## src/rtl/gate_alu_pkg.sv

```systemverilog
// Shared constants for gate_alu_pipe: operation codes, skid buffer states, flag width.
// The accumulator codes are only functional when GATE_ALU_ACC_EN is defined.
package gate_alu_pkg;

   localparam logic [2:0] OP_AND      = 3'd0;
   localparam logic [2:0] OP_OR       = 3'd1;
   localparam logic [2:0] OP_XOR      = 3'd2;
   localparam logic [2:0] OP_NAND     = 3'd3;
   localparam logic [2:0] OP_NOR      = 3'd4;
   localparam logic [2:0] OP_XNOR     = 3'd5;
   localparam logic [2:0] OP_ACC_AND  = 3'd6;
   localparam logic [2:0] OP_ACC_LOAD = 3'd7;

   // Result is carried with {out_zero, out_ones} above it.
   localparam int FLAG_W = 2;

   typedef enum logic [1:0] {
      ST_EMPTY = 2'd0,
      ST_ONE   = 2'd1,
      ST_TWO   = 2'd2
   } buf_state_e;

endpackage

```

## src/rtl/gate_alu_skid.sv

```systemverilog
// Two-entry valid/ready skid buffer with a registered in_ready.
// The output register resets to RESET_VAL; the skid register is not reset.
module gate_alu_skid
   import gate_alu_pkg::*;
#(
   parameter int                DATA_W    = 10,
   parameter logic [DATA_W-1:0] RESET_VAL = '0
) (
   input  logic              clk,
   input  logic              rst_n,
   input  logic              in_valid,
   output logic              in_ready,
   input  logic [DATA_W-1:0] in_data,
   output logic              out_valid,
   input  logic              out_ready,
   output logic [DATA_W-1:0] out_data
);

   buf_state_e        state_q, state_d;
   logic [DATA_W-1:0] out_data_q, out_data_d;
   logic [DATA_W-1:0] skid_data_q, skid_data_d;
   logic              in_ready_q, in_ready_d;
   logic              push, pop;

   assign push = in_valid && in_ready_q;
   assign pop  = out_ready && (state_q != ST_EMPTY);

   // NOTE: every always_comb output gets a default first, so no path leaves it unassigned and no latch is inferred.
   always_comb begin
      state_d     = state_q;
      out_data_d  = out_data_q;
      skid_data_d = skid_data_q;
      case (state_q)
         ST_EMPTY: begin
            if (push) begin
               out_data_d = in_data;
               state_d    = ST_ONE;
            end
         end
         ST_ONE: begin
            if (push && pop) begin
               out_data_d = in_data;
            end else if (push) begin
               skid_data_d = in_data;
               state_d     = ST_TWO;
            end else if (pop) begin
               state_d = ST_EMPTY;
            end
         end
         ST_TWO: begin
            if (pop) begin
               out_data_d = skid_data_q;
               state_d    = ST_ONE;
            end
         end
         default: state_d = ST_EMPTY;
      endcase
      // Registered ready: derived from the next state, never from out_ready directly.
      in_ready_d = (state_d != ST_TWO);
   end

   // NOTE: sequential state uses non-blocking assignments so every flop samples pre-edge values.
   always_ff @(posedge clk or negedge rst_n) begin
      if (!rst_n) begin
         state_q    <= ST_EMPTY;
         out_data_q <= RESET_VAL;
         in_ready_q <= 1'b1;
      end else begin
         state_q    <= state_d;
         out_data_q <= out_data_d;
         in_ready_q <= in_ready_d;
      end
   end

   // NOTE: skid data needs no reset; its validity is tracked entirely by state_q.
   always_ff @(posedge clk) begin
      skid_data_q <= skid_data_d;
   end

   assign in_ready  = in_ready_q;
   assign out_valid = (state_q != ST_EMPTY);
   assign out_data  = out_data_q;

endmodule

```

## src/rtl/gate_alu_pipe.sv

```systemverilog
// Registered bitwise ALU with zero/ones flags behind a two-entry skid buffer.
// Define GATE_ALU_ACC_EN to build the accumulator used by ACC_AND / ACC_LOAD.
module gate_alu_pipe
   import gate_alu_pkg::*;
#(
   parameter int WIDTH = 8
) (
   input  logic             clk,
   input  logic             rst_n,
   input  logic             in_valid,
   output logic             in_ready,
   input  logic [WIDTH-1:0] in1,
   input  logic [WIDTH-1:0] in2,
   input  logic [2:0]       op,
   output logic             out_valid,
   input  logic             out_ready,
   output logic [WIDTH-1:0] out,
   output logic             out_zero,
   output logic             out_ones
);

   localparam int PAY_W = WIDTH + FLAG_W;

   logic             accept;
   logic [WIDTH-1:0] result;
   logic [PAY_W-1:0] in_payload;
   logic [PAY_W-1:0] out_payload;

   assign accept = in_valid && in_ready;

`ifdef GATE_ALU_ACC_EN
   logic [WIDTH-1:0] acc_q, acc_d;
`endif

   always_comb begin
      result = '0;
      case (op)
         OP_AND:      result = in1 & in2;
         OP_OR:       result = in1 | in2;
         OP_XOR:      result = in1 ^ in2;
         OP_NAND:     result = ~(in1 & in2);
         OP_NOR:      result = ~(in1 | in2);
         OP_XNOR:     result = ~(in1 ^ in2);
`ifdef GATE_ALU_ACC_EN
         OP_ACC_AND:  result = acc_q & in1;
         OP_ACC_LOAD: result = in1;
`endif
         default:     result = '0;
      endcase
   end

`ifdef GATE_ALU_ACC_EN
   // Both accumulator codes leave acc equal to the result they emit.
   always_comb begin
      acc_d = acc_q;
      if (accept && (op == OP_ACC_AND || op == OP_ACC_LOAD)) acc_d = result;
   end

   always_ff @(posedge clk or negedge rst_n) begin
      if (!rst_n) acc_q <= '1;
      else        acc_q <= acc_d;
   end
`endif

   assign in_payload = {~|result, &result, result};

   gate_alu_skid #(
      .DATA_W   (PAY_W),
      .RESET_VAL({1'b1, 1'b0, {WIDTH{1'b0}}})
   ) u_skid (
      .clk      (clk),
      .rst_n    (rst_n),
      .in_valid (in_valid),
      .in_ready (in_ready),
      .in_data  (in_payload),
      .out_valid(out_valid),
      .out_ready(out_ready),
      .out_data (out_payload)
   );

   assign {out_zero, out_ones, out} = out_payload;

endmodule

```

## config.mk

```make
export PLATFORM = sky130hd
export DESIGN_NAME = gate_alu_pipe
export DESIGN_NICKNAME = d
export VERILOG_FILES = /design/src/rtl/gate_alu_pkg.sv /design/src/rtl/gate_alu_skid.sv /design/src/rtl/gate_alu_pipe.sv
export SDC_FILE = /design/constraint.sdc
export NUM_CORES = 1
export LEC_CHECK = 0
export BUFFER_PORTS_ARGS = -buffer_cell sky130_fd_sc_hd__clkbuf_2
export CAP_MARGIN = 20
export CORE_ASPECT_RATIO = 2
export CORE_MARGIN = 3
export CORE_UTILIZATION = 50
export CTS_CLUSTER_DIAMETER = 80
export DETAILED_ROUTE_END_ITERATION = 8
export PLACE_DENSITY = 0.82
export SYNTH_ARGS = -nofsm -noshare
export SYNTH_HDL_FRONTEND = slang
export SYNTH_SLANG_ARGS = --single-unit
```

## constraint.sdc

```tcl
create_clock -name clk -period 1.9 [get_ports clk]
set_input_delay 0.38 -clock clk [delete_from_list [all_inputs] [get_ports clk]]
set_output_delay 0.38 -clock clk [all_outputs]
set_load 0.03 [all_outputs]
```

# After elaboration in Yosys (flattened, before gate mapping)
# Cells that the tools add are included.
[totals] ff_bits=23 output_inout_bits=12
[classes] eq_ne=11 muxes=11 bitwise=7 reduce_logical=12
[op_table] op="one-hot mux 8 bit (6 select lines)" count=1
[op_table] op="2-to-1 mux 10 bit" count=3
[op_table] op="one-hot mux 10 bit (3 select lines)" count=1
[op_table] op="NOT 8 bit" count=3
[op_table] op="2-to-1 mux 2 bit" count=5
[op_table] op="bitwise AND 8 bit" count=1
[op_table] op="OR 8 bit" count=1
[op_table] op="AND reduction 8 bit" count=1
[op_table] op="OR reduction 8 bit" count=1
[op_table] op="bitwise XOR 8 bit" count=1
[op_table] op="equality test 3 x 2 -> 1 bit, second input constant" count=2
[op_table] op="equality test 3 bit, second input constant" count=2
[op_table] op="!= test 2 x 1 -> 1 bit, second input constant" count=3
[op_table] op="one-hot mux 2 bit (3 select lines)" count=1
[op_table] op="AND reduction 4 bit" count=1
[op_table] op="equality test 3 x 1 -> 1 bit, second input constant" count=1
[op_table] op="logical AND 1 bit" count=3
[op_table] op="zero test 3 bit" count=1
[op_table] op="AND reduction 3 bit" count=1
[op_table] op="nonzero test 3 bit" count=1
[op_table] op="equality test 2 x 1 -> 1 bit, second input constant" count=1
[op_table] op="equality test 2 bit, second input constant" count=1
[op_table] op="zero test 2 bit" count=1
[op_table] op="!= test 2 bit, second input constant" count=1
[op_table] op="other kinds (3)" count=3

# Depth between registers and ports, before layout
[depth] ltp_word=7 mapped_depth=7 mapped_depth_nobuf=7

# Cells and area by module
# From an unflattened synthesis, not the netlist that was laid out.
[unflattened] cells_unflattened=179 area_unflattened_um2=1741.7
[by_module_without_submodules] module="gate_alu_skid" n_inst=1 cells_per_inst=58 area_per_inst_um2=973.4 seq_area_each_um2=628.1
[by_module_without_submodules] module="gate_alu_pipe" n_inst=1 cells_per_inst=121 area_per_inst_um2=768.2 seq_area_each_um2=0.0

# Least setup slack after synthesis
# OpenSTA, ideal clock, no wires.
[synth_timing] path_type="input to register" startpoint="input port in1[3]" endpoint="register u_skid.out_data_q[9] (netlist: u_skid.out_data[9])" arrival_ps=1816 slack_ps=-2 stages=7 cell_sequence="inv_1 -> ha_1 -> nor2b_1 -> o21ai_0 -> nand3_2 -> or4_4 -> o31ai_2"
[synth_via] elab_chain_len=7
[synth_rtl] item="start, declared" line="gate_alu_pipe.sv:12" text="input logic [WIDTH-1:0] in1,"
[synth_rtl] item="bitwise XOR 8 bit, or another cell as far along" line="gate_alu_pipe.sv:40, gate_alu_pipe.sv:43"
[synth_rtl] item="NOT 8 bit (on tied branches)" line="gate_alu_pipe.sv:43, gate_alu_pipe.sv:41, gate_alu_pipe.sv:42"
[synth_rtl] item="one-hot mux 8 bit (6 select lines) *" line="gate_alu_pipe.sv:37" text="case (op)"
[synth_rtl] item="named net in_payload[3]" line="gate_alu_pipe.sv:26" text="logic [PAY_W-1:0] in_payload;"
[synth_rtl] item="OR reduction 8 bit *" line="gate_alu_pipe.sv:65" text="assign in_payload = {~|result, &result, result};"
[synth_rtl] item="zero test 1 bit *" line="gate_alu_pipe.sv:65"
[synth_rtl] item="2-to-1 mux 10 bit (on tied branches)" line="gate_alu_skid.sv:41, gate_alu_skid.sv:35"
[synth_rtl] item="one-hot mux 10 bit (3 select lines) *" line="gate_alu_skid.sv:33" text="case (state_q)"
[synth_rtl] item="end signal, assigned" line="gate_alu_skid.sv:70" text="out_data_q <= out_data_d;"
[synth_rtl] item="end, declared" line="gate_alu_skid.sv:20" text="logic [DATA_W-1:0] out_data_q, out_data_d;"
# The timed path passes the listed nets; every way through them passes the cells marked *. The select of a mux whose other input is x is not followed.
# A chain may end at the register's enable or synchronous reset.

# Worst setup path after layout
[layout_timing] startpoint="input port in2[0]" endpoint="register u_skid.out_data_q[9] (netlist: u_skid.out_data[9])"
[layout_via] elab_chain_len=7
[layout_rtl] item="start, declared" line="gate_alu_pipe.sv:13" text="input logic [WIDTH-1:0] in2,"
[layout_rtl] item="bitwise XOR 8 bit, or another cell as far along" line="gate_alu_pipe.sv:40, gate_alu_pipe.sv:43"
[layout_rtl] item="NOT 8 bit (on tied branches)" line="gate_alu_pipe.sv:43, gate_alu_pipe.sv:41, gate_alu_pipe.sv:42"
[layout_rtl] item="one-hot mux 8 bit (6 select lines) *" line="gate_alu_pipe.sv:37"
[layout_rtl] item="named net in_payload[0]" line="gate_alu_pipe.sv:26"
[layout_rtl] item="OR reduction 8 bit *" line="gate_alu_pipe.sv:65"
[layout_rtl] item="zero test 1 bit *" line="gate_alu_pipe.sv:65"
[layout_rtl] item="2-to-1 mux 10 bit (on tied branches)" line="gate_alu_skid.sv:41, gate_alu_skid.sv:35"
[layout_rtl] item="one-hot mux 10 bit (3 select lines) *" line="gate_alu_skid.sv:33"
# Marks and branches as above.

==> out/results.txt <==
Largest net degree at the start of global routing: 27
Critical Path Fanout Max: 3
Worst path slowest cell: or4_4
Ys async rst share: 56.5%
Number of fill cells: 291
Worst VDD drop: 0.362 mV
Clk_skew: 0.00708 ns
Reg-to-Reg Start: u_skid.in_ready
First-pass GRT wire length: 5820 um
Synth area leader: edfxtp_1
Drt first-iter violations: 28
Antenna-violating nets left: 0
Crit Path Category: in -> reg
Die H: 89.9 um
Number of synthesized flops with an enable pin: 10
Total GRT Usage: 17.8%
Syn nets: 223
Initial antenna violation count: 0
Unrepaired setup endpoints after global routing: no
Setup violators final: 0
P per Cell Area: 879 nW/um2
CTS Buf Count: 3
Area contributors post-synth: edfxtp_1, dfrtp_1, ha_1
Root buffer cell: clkbuf_8
Critical path endpoint category: register
Worst-path clk slew: 0.07 ns
Register area share after synthesis: 35.7%
Leak pwr: 1.08 nW
Total power: 1.92 mW
Routed wire length: 3560 um
CP startpoint: in2[0]
Grt total ovfl: 0
Fin crit share: 96.0%
Hpwl dp: 2780 um
Gpl congestion: 0.765
Final core occ: 66.9%
Vias in the first global route: 1431
Max Freq: 548 MHz
Yosys cell types: 41
Crit path required time: 2.08 ns
Share of cells above drive strength 1: 34.5%
Die span in x: 47.9 um
CTS tree: yes
Vias per std cell: 5.58
Synth Register Bits: 23
Synth Cell Area: 1760 um2
Cells along the critical path: buf_2 > ha_2 > nor2b_2 > a2111oi_4 > nor2b_2 > or4_4 > o31ai_4
Total number of vias: 1502
Post-Route Setup TNS: 0 ns
Slew at the pin closest to its max-slew limit: 0.537 ns
I/O Buffers: 34
Mapped Cells: 184
Top_reg_cell synth: dfrtp_1
Commonest non-fill, non-tap cell in the layout: clkbuf_2
Fin. max-slew vios: 0
Core ar.: 3270 um2
Final hold slack: 0.413 ns
Worst hold start: out_ready
Initial core utilization: 53.8%
H-tree lvl count: 1
Area Overhead vs Synth: 24.2%
Hold Path Class: in -> reg
# Max-Cap Violations: 0
Drt first pass iters: 6
Die area: 4310 um2
Status: completed
CP arrival: 2.01 ns
Num ports: 35
Max incr delay on CP: 0.54 ns
Layout net count: 278
Number of placement rows: 29
DP Cell Count: 262
Post-route DRC: 0
Most frequent cells in the layout: clkbuf_2, buf_4, inv_1, nand2_1
Syn avg cell area: 9.55 um2
Diodes inserted: 0
Non-Filler Instances: 269
Min cycle time layout: 1.82 ns
Slew margin rel.: 64.2%
WL/cell: 13.2 um
Hold Vio Cnt, Final: 0
CTS max path bufs: 2
Synth top area share: 17.1%
Clock sink total: 23
Clk_lat worst skew: 0.26 ns
Synth Warn #: 0
Worst Setup Start Kind: input pin
Most used cell, CP: nor2b_2
-- synth_stat cells, types with 3 or more instances --
cell      count
inv_1        21
nor2_1       13
a21oi_1       9
nand2b_1      4
buf_6         3
nor2b_1      16
o211ai_1     13
mux2i_1      12
dfrtp_1      11
nand2_1      15
ha_1         16
edfxtp_1     10
-- registers in the layout, indices dropped and copies added (netlist names) --
| signal | count |
|---|---|
| u_skid.in_ready | 1 |
| u_skid.state_q | 2 |
| u_skid.out_data | 10 |
| u_skid.skid_data_q | 10 |
-- routing by layer --
layer	wire length, um	up-vias	global-route usage, %	part of all wire (%)
met4	96	0	8.99	2.7
met3	96	7	2.00	2.7
met5	0	-	0	0
met1	1290	703	18.3	36
met2	2070	35	31.7	58
li1	-	757	-	-
-- metrics by stage --
step,cell area (um2),worst slack (ns)
after floorplan,1760,0.0229
after global placement,2060,-0.124
after detailed placement,2060,-0.174
after CTS,2110,0.0835
after global routing,2180,0.0112
final,2180,0.0755
-- cell families after synthesis --
| family | Yosys count | synth area share [%] |
|---|---|---|
| AO/OA/AOI/OAI | 44 | 19.1 |
| adder cells (fa/ha/maj) | 16 | 11.4 |
| flip-flops | 23 | 35.7 |
| multiplexers | 12 | 6.83 |
| AND/OR/NAND/NOR | 60 | 18.6 |
| buffers and inverters | 29 | 8.40 |
-- critical path, delay by kind of cell --
| family | cells | cell delay (ns) |
|---|---|---|
| adders and majority gates | 1 | 0.18 |
| and+or+nand+nor | 3 | 0.80 |
| AOI/OAI and AO/OA | 2 | 0.54 |
| buffers and inverters | 1 | 0.11 |
-- area by class of cell --
cell class / count / area, um2 / share of cell area [%]
multi-input combinational: 132 / 1040 / 47.6
sequential: 23 / 628 / 28.8
timing repair buffer: 58 / 353 / 16.2
inverter: 21 / 78.8 / 3.61
clock buffer: 3 / 41.3 / 1.89
tap: 31 / 38.8 / 1.78
clock inverter: 1 / 5.00 / 0.229
-- worst paths after layout --
path / endpoint / slack [ns] / depth (start not counted)
max: u_skid.out_data[9] / 0.08 / 7
min: u_skid.in_ready / 0.41 / 2
max reg2reg: u_skid.out_data[5] / 0.28 / 6
min reg2reg: u_skid.out_data[8] / 0.53 / 2
max in group asynchronous: u_skid.in_ready / 1.07 / 2
min in group asynchronous: u_skid.out_data[7] / 0.53 / 2
-- repair_timing --
action / in CTS / in global routing
gates resized for setup: 0 / 10
hold buffers: 1 / 0
buffers inserted: 0 / 2
setup endpoints to repair: 0 / 2
hold endpoints to repair: 3 / 0
-- where the power goes --
group          switching (mW)  internal (mW)
clock network           0.153          0.146
logic                   0.546          0.333
registers              0.0756          0.666
Power figures use the tool's default switching activity.
